[src/rtl/nsa_pkg.sv]
// Shared types and constants for the nibble-serial adder.
package nsa_pkg;

  localparam int unsigned NIB_W = 4;

  typedef enum logic [1:0] {
    IDLE = 2'd0,
    RUN  = 2'd1,
    DONE = 2'd2
  } state_t;

  // Width of the nibble index for a given operand width.
  function automatic int unsigned idx_width(input int unsigned width);
    return $clog2(width / NIB_W);
  endfunction

endpackage

[src/rtl/nibble_serial_adder_rca4.sv]
// Combinational 4-bit ripple-carry adder used as the per-nibble slice.
module nibble_serial_adder_rca4
  import nsa_pkg::*;
(
  input  logic [NIB_W-1:0] a,
  input  logic [NIB_W-1:0] b,
  input  logic             cin,
  output logic [NIB_W-1:0] s,
  output logic             cout
);

  logic [NIB_W:0] c;

  always_comb begin
    c    = '0;
    s    = '0;
    c[0] = cin;
    for (int unsigned i = 0; i < NIB_W; i++) begin
      s[i]   = a[i] ^ b[i] ^ c[i];
      c[i+1] = (a[i] & b[i]) | (a[i] & c[i]) | (b[i] & c[i]);
    end
    cout = c[NIB_W];
  end

endmodule

[src/rtl/nibble_serial_adder.sv]
// Adds or subtracts two WIDTH-bit operands one nibble per cycle through a
// single 4-bit ripple slice, with valid/ready handshakes on both sides.
module nibble_serial_adder
  import nsa_pkg::*;
#(
  parameter int unsigned WIDTH = 16
) (
  input  logic             clk,
  input  logic             rst,
  input  logic             in_valid,
  output logic             in_ready,
  input  logic [WIDTH-1:0] A,
  input  logic [WIDTH-1:0] B,
  input  logic             Cin,
  input  logic             sub,
  output logic             out_valid,
  input  logic             out_ready,
  output logic [WIDTH-1:0] S,
  output logic             Cout,
  output logic             V
);

  localparam int unsigned NIBS  = WIDTH / NIB_W;
  localparam int unsigned IDX_W = idx_width(WIDTH);
  localparam int unsigned MSB   = WIDTH - 1;

  state_t             state;
  logic [IDX_W-1:0]   idx;
  logic [WIDTH-1:0]   a_q;
  logic [WIDTH-1:0]   bx_q;
  logic               carry;
  logic [WIDTH-1:0]   s_q;
  logic               cout_q;
  logic               v_q;

  logic [NIB_W-1:0]   a_nib;
  logic [NIB_W-1:0]   b_nib;
  logic [NIB_W-1:0]   slice_s;
  logic               slice_cout;
  logic               last_nib;

  // Select the operand nibbles addressed by the current index.
  always_comb begin
    a_nib = '0;
    b_nib = '0;
    for (int unsigned i = 0; i < NIBS; i++) begin
      if (idx == IDX_W'(i)) begin
        a_nib = a_q[i*NIB_W +: NIB_W];
        b_nib = bx_q[i*NIB_W +: NIB_W];
      end
    end
  end

  assign last_nib = (idx == IDX_W'(NIBS - 1));

  nibble_serial_adder_rca4 u_slice (
    .a    (a_nib),
    .b    (b_nib),
    .cin  (carry),
    .s    (slice_s),
    .cout (slice_cout)
  );

  // Control FSM and datapath registers.
  always_ff @(posedge clk) begin
    if (rst) begin
      state  <= IDLE;
      idx    <= '0;
      a_q    <= '0;
      bx_q   <= '0;
      carry  <= 1'b0;
      s_q    <= '0;
      cout_q <= 1'b0;
      v_q    <= 1'b0;
    end else begin
      case (state)
        IDLE: begin
          if (in_valid) begin
            a_q   <= A;
            bx_q  <= sub ? ~B : B;
            carry <= sub ? 1'b1 : Cin;
            idx   <= '0;
            state <= RUN;
          end
        end
        RUN: begin
          for (int unsigned i = 0; i < NIBS; i++) begin
            if (idx == IDX_W'(i)) begin
              s_q[i*NIB_W +: NIB_W] <= slice_s;
            end
          end
          carry <= slice_cout;
          if (last_nib) begin
            // Top slice sum bit is the result MSB; overflow uses the inverted B for subtraction.
            cout_q <= slice_cout;
            v_q    <= (a_q[MSB] == bx_q[MSB]) && (slice_s[NIB_W-1] != a_q[MSB]);
            idx    <= '0;
            state  <= DONE;
          end else begin
            idx <= idx + IDX_W'(1);
          end
        end
        DONE: begin
          if (out_ready) begin
            state <= IDLE;
          end
        end
        default: state <= IDLE;
      endcase
    end
  end

  assign in_ready  = (state == IDLE);
  assign out_valid = (state == DONE);
  assign S         = s_q;
  assign Cout      = cout_q;
  assign V         = v_q;

endmodule

[config.mk]
export PLATFORM = sky130hd
export DESIGN_NAME = nibble_serial_adder
export DESIGN_NICKNAME = d
export VERILOG_FILES = /design/src/rtl/nsa_pkg.sv /design/src/rtl/nibble_serial_adder_rca4.sv /design/src/rtl/nibble_serial_adder.sv
export SDC_FILE = /design/constraint.sdc
export NUM_CORES = 1
export LEC_CHECK = 0
export BUFFER_PORTS_ARGS = -buffer_cell sky130_fd_sc_hd__buf_2
export CORE_MARGIN = 2
export CORE_UTILIZATION = 25
export DETAILED_ROUTE_END_ITERATION = 7
export HOLD_SLACK_MARGIN = 0.03
export PLACE_DENSITY = 0.55
export SKIP_CTS_REPAIR_TIMING = 1
export SLEW_MARGIN = 20
export SYNTH_ARGS = -nofsm -noshare
export SYNTH_HDL_FRONTEND = slang
export SYNTH_SLANG_ARGS = --single-unit
[constraint.sdc]
create_clock -name clk -period 5.3 [get_ports clk]
set_input_delay 0 -clock clk [delete_from_list [all_inputs] [get_ports clk]]
set_output_delay 0 -clock clk [all_outputs]
set_load 0.02 [all_outputs]
# After elaboration in Yosys (flattened, before gate mapping)
# Index checks and enable logic that the tools add are counted.
# word_totals
out_inout_bits,20
register_bits,55
# classes
n_reduce_logical,11
eq_ne,10
muxes,19
add_sub_neg,1
bitwise_logic,29
# ops
operator,count
$mux 4,8
$mux 16,1
$not 16->16,1
$and 1x1->1,12
$reduce_and 2->1,6
$mux 2,5
$or 1x1->1,8
$xor 1x1->1,8
$eq 2x2->1 const B,3
$pmux 2 s3,1
$eq 2x1->1 const B,2
$logic_not 2->1,2
$ne 2x2->1 const B,2
$pmux 2 s2,1
$reduce_and 3->1,1
$add 2x1->2 const B,1
$mux 1,2
$ne 2x1->1 const B,1
$pmux 1 s2,1
$reduce_bool 2->1,1
$eq 1x1->1,1
$logic_and 1x1->1,1
$ne 1x1->1,1

# Logic depth before layout (Yosys ltp)
# Gate-level depths: netlist (run 1).
# depth
depth_word,18
mapped_depth,15
mapped_depth_nobuf,13

# Cells and area by module
# Synthesis (run 1) repeated with hierarchy kept, for this count alone.
# hier_totals
cells_unflattened,309
hier_area_um2,2618.8
# modules_own_cells
mod,seq_area_each_um2,instances,area_per_inst_um2,cells_each
nibble_serial_adder,1101.1,1,2501.1,295
nibble_serial_adder_rca4,0.0,1,117.6,14

# Worst setup path before layout (run 1)
# Ideal clock, no wire load.
# synth_timing
kind,reg2reg
startpoint,register idx[0]
endpoint,"register v_q, in the netlist V"
t_arrival_ns,3.362
setup_ns,0.091
n_path_buf,2
path_slack_ns,1.847
stages_incl_launch_ff,16
period_less_slack_ns,3.453
required_ns,5.209
path_cell_list,dfxtp_1 inv_1 ha_1 buf_2 clkbuf_1 a21oi_1 o21ai_0 a22oi_1 fa_1 inv_1 fa_1 fa_1 inv_1 fa_1 or3_1 a311oi_1
# synth_between
elab_chain_cells,17
# synth_rtl
item,line,text
"start, declared",nibble_serial_adder.sv:28,logic [IDX_W-1:0] idx;
"start signal, assigned",nibble_serial_adder.sv:100,idx <= idx + IDX_W'(1);
$logic_not 2->1,nibble_serial_adder.sv:47,if (idx == IDX_W'(i)) begin
$mux 4 (4 in a row),nibble_serial_adder.sv:47,
$and 1x1->1,nibble_serial_adder_rca4.sv:20,c[i+1] = (a[i] & b[i]) | (a[i] & c[i]) | (b[i] & c[i]);
$or 1x1->1 (2 in a row),nibble_serial_adder_rca4.sv:20,
$and 1x1->1,nibble_serial_adder_rca4.sv:20,
$or 1x1->1 (2 in a row),nibble_serial_adder_rca4.sv:20,
$and 1x1->1,nibble_serial_adder_rca4.sv:20,
$or 1x1->1 (2 in a row),nibble_serial_adder_rca4.sv:20,
$xor 1x1->1,nibble_serial_adder_rca4.sv:19,s[i] = a[i] ^ b[i] ^ c[i];
$ne 1x1->1,nibble_serial_adder.sv:96,v_q <= (a_q[MSB] == bx_q[MSB]) && (slice_s[NIB_W-1] != a_q[MSB]);
$logic_and 1x1->1,nibble_serial_adder.sv:96,
"end signal, assigned",nibble_serial_adder.sv:96,
"end, declared",nibble_serial_adder.sv:34,logic v_q;
# Several ways; a longest one is shown, not always the timed one.
# A chain may end at the register's enable or synchronous reset.

# Worst setup path in the final report (run 1)
# Same ends and word-level chain as after synthesis.

==> flow_summary.json, run 1 <==
{
  "outcome": "complete, no violations",
  "htreeDepth": 2,
  "drive_above_1_share_pct": 22.4,
  "synthArstFlopShare_pct": 0,
  "route.met3.wl_um": 244,
  "cpMostUsedCell": "fa_1",
  "cts_tree": "yes",
  "synth-seq-cells": 55,
  "yosys_warnings": 0,
  "crit_path_start_kind": "flop",
  "dr_wl_met2_mm": 3.11,
  "viasPerCell": 4.32,
  "core_region_area_mm2": 0.0103,
  "place.gp.congestion": 0.793,
  "wl_per_cell_um": 13.0,
  "place_ws_ns": 1.62,
  "vias": 2167,
  "synth-main-ff-cell": "dfxtp_1",
  "setup_slack_ns": 1.60,
  "grt_max_degree": 57,
  "fin_crit_ns": 3.70,
  "synthToLayoutAreaGrowth_pct": 25.3,
  "worst-path-max-fanout": 17,
  "cp_data_arrival_time_ns": 3.93,
  "drt_wl_total_mm": 6.54,
  "initial_core_util_pct": 25.6,
  "cts_made_buffers": 5,
  "max_freq_mhz": 270,
  "grt_pass1_wl_mm": 10.5,
  "antenna_found_initial": 0,
  "ios": 58,
  "crit_path_max_incr_delay_ns": 0.49,
  "yosys.cell_types.count": 31,
  "postSynthAreaPerCell_um2": 8.72,
  "grtUsageTotal_pct": 11.6,
  "finish.utilization_pct": 32.1,
  "final_cell_mix": "56 x buf_2, 55 x dfxtp_1, 41 x nand2_1",
  "power_mw": 0.860,
  "clk_latency_ns": 0.31,
  "slowest_stage": "fa_1",
  "rsz0062_at_grt": "no",
  "powerDensity_mw_per_mm2": 261,
  "die-area_mm2": 0.0114,
  "critPathCaptureType": "flop",
  "syn_area_mm2": 0.00263,
  "row_count": 37,
  "cts-root-buf": "clkbuf_8",
  "grt_pass1_vias": 2109,
  "drt_iter0_markers": 130,
  "worstPathRequired_ns": 5.53,
  "seqCellArea_mm2": 0.00110,
  "seq_area_frac_synth_pct": 41.8,
  "stdcell_count": 502,
  "fin_skew_ns": 0.00703,
  "postRouteAntennaNets": 0,
  "nNetsFinal": 411,
  "hold_class": "in2reg",
  "numClockSinks": 55,
  "p_leak_nw": 1.29,
  "dr.pass1.iters": 4,
  "syn_nets": 348,
  "fin_crit_sh_pct": 69.9,
  "worstSetupPathType": "reg2reg",
  "drc": 0,
  "slew_violations": 0,
  "io_buffers": 57,
  "fillCellCount": 1111,
  "clk_pin_slew_ns": 0.10,
  "tightest_slew_ns": 0.881,
  "highest_layer": "met4",
  "hpwl_mm": 4.64,
  "relSlewSlack_pct": 41.2,
  "cpLargestDelayFamily": "adder cells",
  "setup_violations": 0,
  "maxCapViolCount": 0,
  "hold_viol": 0,
  "path_cells": "inv_1 -> ha_1 -> a21oi_1 -> o21ai_0 -> a22oi_1 -> fa_1 -> inv_1 -> fa_1 -> fa_1 -> inv_1 -> fa_1 -> or3_1 -> a311oi_1",
  "tns_ns": 0,
  "final_common_cell": "buf_2",
  "worstPathBufferInverterCount": 3,
  "wirelength_met1_mm": 3.08,
  "multi_input_area_mm2": 0.00134,
  "synthCells": 302,
  "synth-edff-count": 0,
  "placed_cells": 469,
  "diodes": 0,
  "overflow": 0,
  "die_w_um": 107,
  "ir_drop_v": 0.0000949,
  "die_h_um": 107,
  "clock_path_buffers": 2
}
-- registers in the layout (all words and copies together), names as in the netlist --
register,count
S,16
a_q,16
bx_q,16
idx,2
state,2
Cout,1
V,1
carry,1
-- final timing paths --
path | to | depth (start not counted) | start | slack, ns
max reg2reg | V$_SDFFE_PP0P_ | 13 | idx[0]$_SDFFE_PP0P_ | 1.60
max | V$_SDFFE_PP0P_ | 13 | idx[0]$_SDFFE_PP0P_ | 1.60
min reg2reg | a_q[3]$_SDFFE_PP0P_ | 2 | a_q[3]$_SDFFE_PP0P_ | 0.47
min | bx_q[15]$_SDFFE_PP0P_ | 3 | B[15] | 0.01
-- final cells by class --
cell class                 count  area share (%)
multi-input combinational    205            40.6
sequential                    55            33.4
timing repair buffer          83            16.5
tap                          136            5.16
clock buffer                   5            2.09
inverter                      15            1.71
clock inverter                 3           0.569
-- power breakdown --
| group | internal (mW) | switching (mW) | total (mW) |
|---|---|---|---|
| Clock | 0.0935 | 0.144 | 0.238 |
| Sequential | 0.437 | 0.0158 | 0.453 |
| Combinational | 0.0749 | 0.0945 | 0.169 |
-- cell usage after synthesis (5+ instances only) --
| cell type | number | area (um2) |
|---|---|---|
| a21oi_1 | 34 | 170 |
| buf_2 | 11 | 55.1 |
| clkbuf_1 | 9 | 33.8 |
| dfxtp_1 | 55 | 1100 |
| nor2_1 | 37 | 139 |
| a22oi_1 | 5 | 37.5 |
| o21ai_0 | 9 | 45.0 |
| nand2_1 | 41 | 154 |
| mux2i_1 | 9 | 90.1 |
| inv_1 | 15 | 56.3 |
| a211oi_2 | 14 | 175 |
| a211oi_1 | 11 | 82.6 |
| xnor2_1 | 12 | 105 |
-- cell families (layout without fill, tap and decap cells) --
kind of cell / after synthesis / after routing / share of synthesized area (%)
and+or+nand+nor: 91 / 91 / 15.0
AOI/OAI and AO/OA: 80 / 80 / 21.7
DFF: 55 / 55 / 41.8
buffers and inverters: 42 / 106 / 7.37
xor gates and xnor gates: 16 / 16 / 5.32
muxes: 10 / 10 / 3.85
adders and majority gates: 8 / 8 / 4.94
-- worst min-delay path, cell delays in order --
cell and delay (ns):
buf_2 0.09, xnor2_1 0.12, a211oi_1 0.07
-- stage by stage --
| step | cell area [um2] | hold WS, ns |
|---|---|---|
| floorplan | 2630 | 0.136 |
| global placement | 2960 | 0.252 |
| detailed placement | 2960 | 0.250 |
| CTS | 3050 | -0.0920 |
| global route | 3300 | 0.0369 |
| finish | 3300 | 0.0101 |
-- metal layers --
metal | vias up | global-route usage (%)
met4 | 0 | 3.62
met3 | 8 | 2.55
met1 | 979 | 14.7
met5 | - | 0
li1 | 1136 | -
met2 | 44 | 19.8
Note: power is estimated with default switching activity, not from simulation.
==> inputs of run 2 (changes only) <==
clock period = 3.6 ns   (was 5.3 ns; I/O delays follow)
==> flow_summary.json, run 2 (synthesis results as in run 1) <==
{
  "fin_crit_ns": 3.31,
  "power_mw": 1.32,
  "row_count": 37,
  "numClockSinks": 55,
  "hold_class": "in2reg",
  "r2r-end": "V$_SDFFE_PP0P_",
  "worstSetupPathType": "reg2reg",
  "wl_per_cell_um": 13.3,
  "grt_pass1_vias": 2225,
  "clk_latency_ns": 0.30,
  "p_leak_nw": 1.31,
  "tightest_slew_ns": 0.874,
  "overflow": 0,
  "r2r_cells": 10,
  "synthToLayoutAreaGrowth_pct": 28.1,
  "viasPerCell": 4.40,
  "slew_violations": 0,
  "maxCapViolCount": 0,
  "cp_data_arrival_time_ns": 3.52,
  "hold_viol": 0,
  "hpwl_mm": 4.85,
  "postPlaceCellArea_mm2": 0.00300,
  "relSlewSlack_pct": 41.7,
  "rr_startpoint": "idx[0]$_SDFFE_PP0P_",
  "r2r_setup_slack_ns": 0.29,
  "final_cell_mix": "57 x buf_2, 53 x dfxtp_1, 41 x nand2_1",
  "outcome": "complete, no violations",
  "grtUsageTotal_pct": 12.1,
  "dr.pass1.iters": 6,
  "fin_skew_ns": 0.00217,
  "place.gp.congestion": 0.809,
  "drc": 0,
  "nNetsFinal": 415,
  "postRouteAntennaNets": 0,
  "cts_tree": "yes",
  "diodes": 0,
  "grt_max_degree": 42,
  "worstPathRequired_ns": 3.82,
  "ir_drop_v": 0.000165,
  "max_freq_mhz": 302,
  "powerDensity_mw_per_mm2": 391,
  "initial_core_util_pct": 25.6,
  "critPathCaptureType": "flop",
  "io_buffers": 57,
  "antenna_found_initial": 0,
  "htreeDepth": 2,
  "worstHoldStart": "B[6]",
  "cts_made_buffers": 5,
  "vias": 2220,
  "core_region_area_mm2": 0.0103,
  "crit_start": "idx[0]$_SDFFE_PP0P_",
  "finish.utilization_pct": 32.8,
  "drt_wl_total_mm": 6.70,
  "die-area_mm2": 0.0114,
  "crit_path_start_kind": "flop",
  "crit_path_end": "V$_SDFFE_PP0P_",
  "design_area_mm2": 0.00337,
  "fin_crit_sh_pct": 91.8,
  "grt_pass1_wl_mm": 10.9,
  "rsz0062_at_grt": "no",
  "drive_above_1_share_pct": 24.4,
  "drt_iter0_markers": 101,
  "setup_violations": 0,
  "die_h_um": 107,
  "cts-root-buf": "clkbuf_8",
  "die_w_um": 107,
  "clock_path_buffers": 2,
  "final_common_cell": "buf_2",
  "ios": 58,
  "tns_ns": 0,
  "worst-path-max-fanout": 14,
  "clk_pin_slew_ns": 0.09
}
run 2: worst max-delay path, stage by stage (launching register included):
cell      delay, ns
dfxtp_4        0.38
ha_1           0.45
buf_4          0.23
a21oi_1        0.04
a22o_1         0.22
fa_1           0.45
fa_1           0.38
inv_1          0.08
fa_1           0.42
or3_1          0.31
a311oi_1       0.26
run 2: metrics by stage:
| stage | hold slack [ns] | setup WS, ns | instances |
|---|---|---|---|
| after CTS | -0.0743 | 0.107 | 481 |
| after floorplan | 0.136 | 0.147 | 302 |
| after detailed placement | 0.253 | 0.130 | 474 |
| after global routing | 0.0439 | 0.0228 | 505 |
| final | 0.0165 | 0.294 | 505 |
| after global placement | 0.248 | 0.282 | 474 |
run 2: area by class of cell:
cell class,count,area (um2)
clock buffers,6,72.6
clock inverters,1,30.0
fillers,1116,6900
inverters,15,56.3
multi-input cells,205,1370
flip-flops and latches,55,1110
well taps,136,170
repair buffers,87,571
run 2: how the worst min path moves through the flow:
stage	endpoint	slack, ns	cells after the start
5_1_grt	bx_q[2]$_SDFFE_PP0P_	0.04	3
3_3_place_gp	a_q[13]$_SDFFE_PP0P_	0.25	3
4_1_cts	a_q[5]$_SDFFE_PP0P_	-0.07	3
3_5_place_dp	a_q[5]$_SDFFE_PP0P_	0.25	3
2_1_floorplan	a_q[0]$_SDFFE_PP0P_	0.14	2
6_report	bx_q[6]$_SDFFE_PP0P_	0.02	3
run 2: where the power goes:
part	internal, mW	leakage [nW]	switching, mW
Clock	0.204	0.0513	0.191
Sequential	0.643	0.452	0.0248
Combinational	0.116	0.808	0.141
run 2: layer usage:
metal | GRT usage, % | up-vias | wire length [um]
met5 | 0 | - | 0
met4 | 2.78 | 0 | 82
met3 | 2.74 | 8 | 278
met2 | 20.9 | 50 | 3230
met1 | 15.2 | 1019 | 3110
li1 | - | 1143 | -
